==> config.mk <==
export PLATFORM = sky130hd
export DESIGN_NAME = pulse_sequencer
export DESIGN_NICKNAME = d
export VERILOG_FILES = /design/src/rtl/pulse_sequencer.sv
export SDC_FILE = /design/constraint.sdc
export NUM_CORES = 1
export LEC_CHECK = 0
export CAP_MARGIN = 20
export CORE_UTILIZATION = 45
export DETAILED_ROUTE_END_ITERATION = 10
export HOLD_SLACK_MARGIN = 0.02
export SLEW_MARGIN = 20
export SYNTH_ARGS = -nofsm -noshare
export SYNTH_HDL_FRONTEND = slang
export SYNTH_SLANG_ARGS = --single-unit
==> constraint.sdc <==
create_clock -name clk -period 8.3 [get_ports clk]
set_input_delay 0.83 -clock clk [delete_from_list [all_inputs] [get_ports clk]]
set_output_delay 0.83 -clock clk [all_outputs]
set_load 0.05 [all_outputs]
==> src/rtl/pulse_sequencer.sv <==
// Table-driven pulse sequencer: steps through a table of (delay, width) entries,
// loads each into an external delay unit, fires it, and tracks its output pulse.
module pulse_sequencer #(
  parameter int MAX_DELAY_BITS = 32,
  parameter int DEPTH          = 8,
  localparam int IDX_BITS      = $clog2(DEPTH)
) (
  input  logic                      clk,
  input  logic                      rst,
  input  logic                      tbl_wr,
  input  logic [IDX_BITS-1:0]       tbl_addr,
  input  logic [MAX_DELAY_BITS-1:0] tbl_delay,
  input  logic [MAX_DELAY_BITS-1:0] tbl_width,
  input  logic [IDX_BITS:0]         seq_len,
  input  logic                      chain,
  input  logic [MAX_DELAY_BITS-1:0] timeout_cycles,
  input  logic                      arm,
  input  logic                      abort,
  input  logic                      ext_trigger,
  output logic [MAX_DELAY_BITS-1:0] dly_delay_cycles,
  output logic [MAX_DELAY_BITS-1:0] dly_width_cycles,
  output logic                      dly_delay_update,
  output logic                      dly_width_update,
  output logic                      dly_trigger,
  input  logic                      dly_out,
  output logic                      busy,
  output logic                      armed,
  output logic [IDX_BITS-1:0]       pulse_idx,
  output logic                      done,
  output logic                      fault
);

  typedef enum logic [2:0] {IDLE, LOAD, ARMED, FIRE, WAIT_HI, WAIT_LO} state_t;

  localparam logic [IDX_BITS:0]         LEN_ONE = {{IDX_BITS{1'b0}}, 1'b1};
  localparam logic [IDX_BITS:0]         LEN_MAX = DEPTH[IDX_BITS:0];
  localparam logic [IDX_BITS-1:0]       IDX_ONE = {{(IDX_BITS-1){1'b0}}, 1'b1};
  localparam logic [MAX_DELAY_BITS-1:0] WD_ONE  = {{(MAX_DELAY_BITS-1){1'b0}}, 1'b1};

  state_t                    state, state_nx;
  logic [MAX_DELAY_BITS-1:0] tbl_dly [DEPTH];
  logic [MAX_DELAY_BITS-1:0] tbl_wid [DEPTH];
  logic [IDX_BITS:0]         seq_len_q, last_idx;
  logic                      chain_q;
  logic [MAX_DELAY_BITS-1:0] timeout_q, wdog, delay_q, width_q;
  logic                      dly_q, dly_prev;
  logic                      rise, fall, last, wd_expire, len_ok, kill;
  logic                      complete, expire;

  assign rise      = dly_q & ~dly_prev;
  assign fall      = ~dly_q & dly_prev;
  assign last_idx  = seq_len_q - LEN_ONE;
  assign last      = ({1'b0, pulse_idx} == last_idx);
  assign wd_expire = (timeout_q != '0) && (wdog == WD_ONE);
  assign len_ok    = (seq_len != '0) && (seq_len <= LEN_MAX);
  assign kill      = abort | rst;

  always_comb begin
    state_nx = state;
    complete = 1'b0;
    expire   = 1'b0;
    case (state)
      IDLE:    if (arm && !abort && len_ok) state_nx = LOAD;
      LOAD:    state_nx = (chain_q && pulse_idx != '0) ? FIRE : ARMED;
      ARMED:   if (ext_trigger) state_nx = FIRE;
      FIRE:    state_nx = WAIT_HI;
      WAIT_HI: begin
        if (rise) state_nx = WAIT_LO;
        else if (wd_expire) begin
          expire   = 1'b1;
          state_nx = IDLE;
        end
      end
      WAIT_LO: begin
        if (fall) begin
          complete = 1'b1;
          state_nx = last ? IDLE : LOAD;
        end else if (wd_expire) begin
          expire   = 1'b1;
          state_nx = IDLE;
        end
      end
      default: state_nx = IDLE;
    endcase
    // Abort beats everything, including a completion or expiry in the same cycle.
    if (abort && state != IDLE) begin
      state_nx = IDLE;
      complete = 1'b0;
      expire   = 1'b0;
    end
  end

  always_ff @(posedge clk) begin
    if (rst) begin
      state     <= IDLE;
      pulse_idx <= '0;
      seq_len_q <= '0;
      chain_q   <= 1'b0;
      timeout_q <= '0;
      wdog      <= '0;
      dly_q     <= 1'b0;
      dly_prev  <= 1'b0;
      delay_q   <= '0;
      width_q   <= '0;
      for (int i = 0; i < DEPTH; i++) begin
        tbl_dly[i] <= '0;
        tbl_wid[i] <= WD_ONE;
      end
    end else begin
      state    <= state_nx;
      dly_q    <= dly_out;
      dly_prev <= dly_q;
      if (state == IDLE && tbl_wr) begin
        tbl_dly[tbl_addr] <= tbl_delay;
        tbl_wid[tbl_addr] <= tbl_width;
      end
      if (state == IDLE && state_nx == LOAD) begin
        seq_len_q <= seq_len;
        chain_q   <= chain;
        timeout_q <= timeout_cycles;
        pulse_idx <= '0;
      end
      if (state == LOAD && !abort) begin
        delay_q <= tbl_dly[pulse_idx];
        width_q <= tbl_wid[pulse_idx];
      end
      if (state == FIRE) wdog <= timeout_q;
      else if ((state == WAIT_HI || state == WAIT_LO) && timeout_q != '0 && wdog != '0)
        wdog <= wdog - WD_ONE;
      if (state == WAIT_LO && state_nx == LOAD) pulse_idx <= pulse_idx + IDX_ONE;
    end
  end

  // During LOAD the entry is forwarded straight from the table; afterwards it is held.
  assign dly_delay_cycles = (state == LOAD) ? tbl_dly[pulse_idx] : delay_q;
  assign dly_width_cycles = (state == LOAD) ? tbl_wid[pulse_idx] : width_q;
  assign dly_delay_update = (state == LOAD) && !kill;
  assign dly_width_update = (state == LOAD) && !kill;
  assign dly_trigger      = (state == FIRE) && !kill;
  assign busy             = (state != IDLE);
  assign armed            = (state == ARMED);
  assign done             = complete && last && !rst;
  assign fault            = expire && !rst;

endmodule
== Word level (Yosys, flattened, before mapping) ==
Memory sizes are Yosys's and may differ from the RTL's. A register that Yosys moved wholly into a read port is not among the register bits.
Index checks and enable logic that the tools add are counted.

* Shift operators: 0
* Bitwise gates (word level): 5
* $mul: 0
* $add $sub $neg: 3
* Equal/unequal tests: 8
* Divide/modulo/power cells: 0
* Reduce and logical (&&, ||, !) cells: 31
* $lt $le $gt $ge: 1
* Mux-type cells: 38

{| class="wikitable"
|+ Operators with widths
! cell !! number
|-
| 32-bit two-way mux || 6
|-
| 32-bit nonzero test || 2
|-
| 32-bit OR reduction || 2
|-
| 3-bit two-way mux || 14
|-
| 32-bit by 1-bit equality test with 1-bit output (second input constant) || 1
|-
| 32-bit by 1-bit subtractor with 32-bit output (second input constant) || 1
|-
| 3-bit case mux with 6 select lines || 1
|-
| 1-bit logical AND || 17
|-
| 1-bit two-way mux || 16
|-
| 3-bit by 1-bit equality test with 1-bit output (second input constant) || 2
|-
| 3-bit by 2-bit equality test with 1-bit output (second input constant) || 2
|-
| 3-bit equality test (second input constant) || 2
|-
| 3-bit nonzero test || 2
|-
| 3-bit by 4-bit equality test with 1-bit output || 1
|-
| 4-bit <= comparator (second input constant) || 1
|-
| 2-bit nonzero test || 2
|-
| 4-bit nonzero test || 1
|-
| 4-bit by 1-bit subtractor with 4-bit output (second input constant) || 1
|-
| 3-bit by 1-bit adder with 3-bit output (second input constant) || 1
|-
| 1-bit zero test || 3
|-
| 3-bit zero test || 1
|-
| 1-bit bitwise AND || 2
|-
| 1-bit inverter || 2
|-
| 1-bit case mux with 2 select lines || 1
|-
| other kinds (2) || 2
|}

* Input port bits: 111
* Memory bits (writable): 512
* Memories kept: 2
* Register bits: 141
* Latch bits: 0
* ROM bits: 0

{| class="wikitable"
|+ Memory list
! name !! words !! width !! read ports !! clocked after Yosys merged registers in !! write ports !! RTL line !! text
|-
| tbl_dly || 8 || 32 || 1 || 1 || 8 || 41 || <nowiki>logic [MAX_DELAY_BITS-1:0] tbl_dly [DEPTH];</nowiki>
|-
| tbl_wid || 8 || 32 || 1 || 1 || 8 || 42 || <nowiki>logic [MAX_DELAY_BITS-1:0] tbl_wid [DEPTH];</nowiki>
|}

== Longest topological paths before layout ==
* Word-level depth: 12
* Depth in mapped cells: 9

== Worst setup path before layout ==
Ideal clock, no wire load.

* Kind: reg2out
* From: reg wdog[26]
* To: out fault
* Arrival time: 3.127 ns
* Slack: 4.343 ns
* Cell stages (with the launch flop): 6
* Buffers on the path: 0
* Cell sequence: dfxtp_1 or4_4 and4b_1 nand3_1 nor3b_1 nor4b_1

* Cells in the longest elaborated chain, start to end: 7
* Elaborated cells between the ends (all ways): 8
* Classes of those cells: eq/ne (1); mux (5); reduce/logical (2)

{| class="wikitable"
|+ RTL lines
! what !! RTL line !! text
|-
| start: declaration || 45 || <nowiki>logic [MAX_DELAY_BITS-1:0] timeout_q, wdog, delay_q, width_q;</nowiki>
|-
| start signal: assignment || 127 || <nowiki>if (state == FIRE) wdog <= timeout_q;</nowiki>
|-
| start signal: assignment || 129 || <nowiki>wdog <= wdog - WD_ONE;</nowiki>
|-
| 32-bit by 1-bit equality test with 1-bit output * || 54 || <nowiki>assign wd_expire = (timeout_q != '0) && (wdog == WD_ONE);</nowiki>
|-
| 1-bit logical AND * || 54 ||
|-
| 1-bit two-way mux * || 69, 78 ||
|-
| 1-bit two-way mux, on equally long branches || 75, 68 ||
|-
| 1-bit case mux with 2 select lines * || 62 || <nowiki>case (state)</nowiki>
|-
| 1-bit two-way mux * || 86 || <nowiki>if (abort && state != IDLE) begin</nowiki>
|-
| 1-bit logical AND * || 143 || <nowiki>assign fault = expire && !rst;</nowiki>
|-
| end: declaration || 30 || <nowiki>output logic fault</nowiki>
|}

Every way passes the cells marked *; elsewhere a longest branch is shown, timed or not.

==> flow_summary.ini <==
[sta]
post-route-min-period_ns = 4.74
slew_violations = 0
tns_ns = 0
finClkSkew_ns = 0.0230
finalCritPeriodShare = 0.571
finalSetupViolations = 0
hold_viol = 0
fmax_ghz = 0.211
tightest_slew_ns = 1.11
slew_headroom = 0.254
rsz0062_at_grt = false

[grt]
grt_pass1_vias = 17900
grt_pass1_wl_mm = 110
antenna_found_initial = 3
grt_max_degree = 85
grt_overflow = 0
grt_use_total = 0.219

[die]
start_util = 0.459
die_w_um = 257
io_pins = 185
die_h_um = 257
num_rows = 92
die_area_um2 = 65800
coreArea_um2 = 63500

[place]
post-dp-hpwl_mm = 40.9
port_buffers = 184
place_congestion = 0.818

[synth]
synth_top_family_by_area = simple AND/OR/NAND/NOR gates
yosysWarningCount = 0
yosysMostFrequentCell = edfxtp_1
synth-edff-count = 512
synth_compound_area_frac = 0.0514
synthArstFlopShare = 0
netlist.area_leader.share = 0.527
ys_ff_latch = 656
netlist_instances = 2119
yosys.area_share.xor_xnor = 0.00270
synth_fa_ha_area_frac = 0.00257
synth.distinct_cells = 66
yosysSeqAreaShare = 0.626
synth-main-ff-cell = edfxtp_1
synthMuxAreaShare = 0.134
syn-cell-area_um2 = 29200
yosysTopAreaCell = edfxtp_1
ys_top_cells_by_area = edfxtp_1 (53%), and2_1 (11%), dfxtp_1 (9.9%)
syn_nets = 2236
yosys.area_share.simple = 0.162
synth_top_cells_by_count = edfxtp_1 (512), and2_1 (505), nor2_1 (202), dfxtp_1 (144), mux4_2 (128)
avgSynthCellArea_um2 = 13.8

[setup_path]
end_kind = output pin
r2r-start = state[1]
cp_data_arrival_time_ns = 3.91
crit_path_max_fanout = 46
worstPathBufferInverterCount = 2
r2r-end = tbl_wid[4][28]
crit_required_ns = 7.47
crit_path_end = dly_delay_cycles[4]
startpoint_type = flop
worstPathCellList = buf_4, mux4_2, mux2i_1, a21oi_1, clkdlybuf4s50_1
slowest_delay_ns = 0.80
cp_top_family = buffers and inverters
r2r_slack_ns = 4.43
critPathKind = flop to output pin
cp_slowest_cell = dfxtp_4
crit_cells = 5
ff2ff_path_depth = 6

[clock_network]
clockRootBuffer = clkbuf_16
cts_max_path_buffers = 3
ctsHoldBuffers = 0
cts_max_level = 3
numCtsBuffers = 72
clock_sinks = 656
path_clk_slew_ns = 0.06
worst_skew_pair.late_latency_ns = 0.61
cts_tree = yes
cts_resized = 0
cts_setup_buffers = 0

[route]
highest_layer = met5
avgRoutedWirePerCell_um = 22.6
wl_met3_mm = 3.32
finalWirelength_mm = 71.4
drc = 0
viasPerCell = 5.53
drt-met1-wl_mm = 30.6
wl_met2_mm = 36.0
ant_nets = 0
via_count = 17500
drt_first_pass_iters = 5
drt_first_iter_violations = 1234

[layout]
final_util = 0.538
nNetsFinal = 2378
drive_above_1_share = 0.131
synthToLayoutAreaGrowth_pct = 17.1
antenna_cells = 0
fill_cells = 5243

[pwr]
power.density_nw_per_um2 = 224
leakagePower_nw = 12.0
ir_drop_mv = 0.135

[hold_path]
hold_class = flop to flop

[outcome]
status = finished, final reports clean

[run]
cap_violations = 0
-- worst min path at each step --
stage / start / to / slack, ns / depth (start not counted)
final: timeout_q[19] / wdog[19] / 0.48 / 2
after global routing: timeout_q[19] / wdog[19] / 0.50 / 2
after CTS: timeout_q[19] / wdog[19] / 0.48 / 2
after detailed placement: timeout_q[19] / wdog[19] / 0.47 / 2
after global placement: timeout_q[19] / wdog[19] / 0.47 / 2
after floorplan: timeout_q[15] / wdog[15] / 0.44 / 2
-- state kept, by name, indices dropped and copies added, names as in the netlist, named ones only --
name,cells
delay_q,32
tbl_dly,256
chain_q,1
width_q,32
state,3
pulse_idx,3
dly_prev,1
wdog,32
timeout_q,32
dly_q,1
seq_len_q,4
tbl_wid,256
-- per-layer routing --
layer,up-vias,GRT usage
li1,8094,-
met3,110,0.0367
met5,-,0
met2,409,0.378
met1,8845,0.286
met4,4,0.0574
-- cell usage in the layout (no fill, tap or decap), types with 10 or more instances in the layout --
cell / instances
nor4_1: 13
a21oi_1: 97
or3_1: 11
clkbuf_16: 76
nand2b_1: 10
nor2_1: 196
mux4_2: 128
buf_4: 27
nand2_1: 21
mux2i_1: 102
o311ai_0: 10
inv_1: 10
clkdlybuf4s50_1: 183
clkinv_2: 14
dfxtp_1: 141
edfxtp_1: 512
and2_1: 505
clkbuf_1: 17
nor3_1: 15
a211oi_1: 68
-- final cells by class --
cell class / instances / area [um2] / area share
Timing Repair Buffer: 214 / 2120 / 0.0620
Sequential cell: 656 / 18300 / 0.535
Clock buffer: 97 / 2020 / 0.0592
Tap cell: 846 / 1060 / 0.0310
Inverter: 10 / 37.5 / 0.00110
Multi-Input combinational cell: 1307 / 10400 / 0.304
Clock inverter: 30 / 269 / 0.00788
-- metrics by stage --
step	hold WS [ns]	setup WS [ns]	std cells	power, mW	area (um2)
4_1_cts	0.481	3.41	3159	7.71	34100
5_1_grt	0.497	3.27	3160	7.88	34200
3_5_place_dp	0.471	4.08	3032	4.60	31900
3_3_place_gp	0.467	4.08	3029	4.58	31800
6_report	0.479	3.56	3160	7.65	34200
2_1_floorplan	0.444	4.34	2119	4.29	29200
-- kinds of logic (layout without fill, tap and decap cells) --
family	count (synthesis)	in the layout
AND/OR/NAND/NOR	832	832
flip-flops	656	656
multiplexers	231	231
AO/OA/AOI/OAI	229	229
buffers and inverters	156	351
XOR/XNOR	9	9
adder cells (fa/ha/maj)	6	6
-- power breakdown --
group          leakage, nW  internal [mW]  switching (mW)
sequential            6.44           3.68          0.0581
combinational         4.40          0.285           0.496
clock                 1.13           1.83            1.29
-- worst register-to-register path, cell delays in order (launching register included) --
cell      delay (ns)
dfxtp_1         0.44
or3_1           0.54
nor3b_1         0.68
nand2b_1        0.43
nor2_4          0.20
or2_4           0.57
buf_4           0.63
No activity file was read; power rests on OpenSTA's default activity.
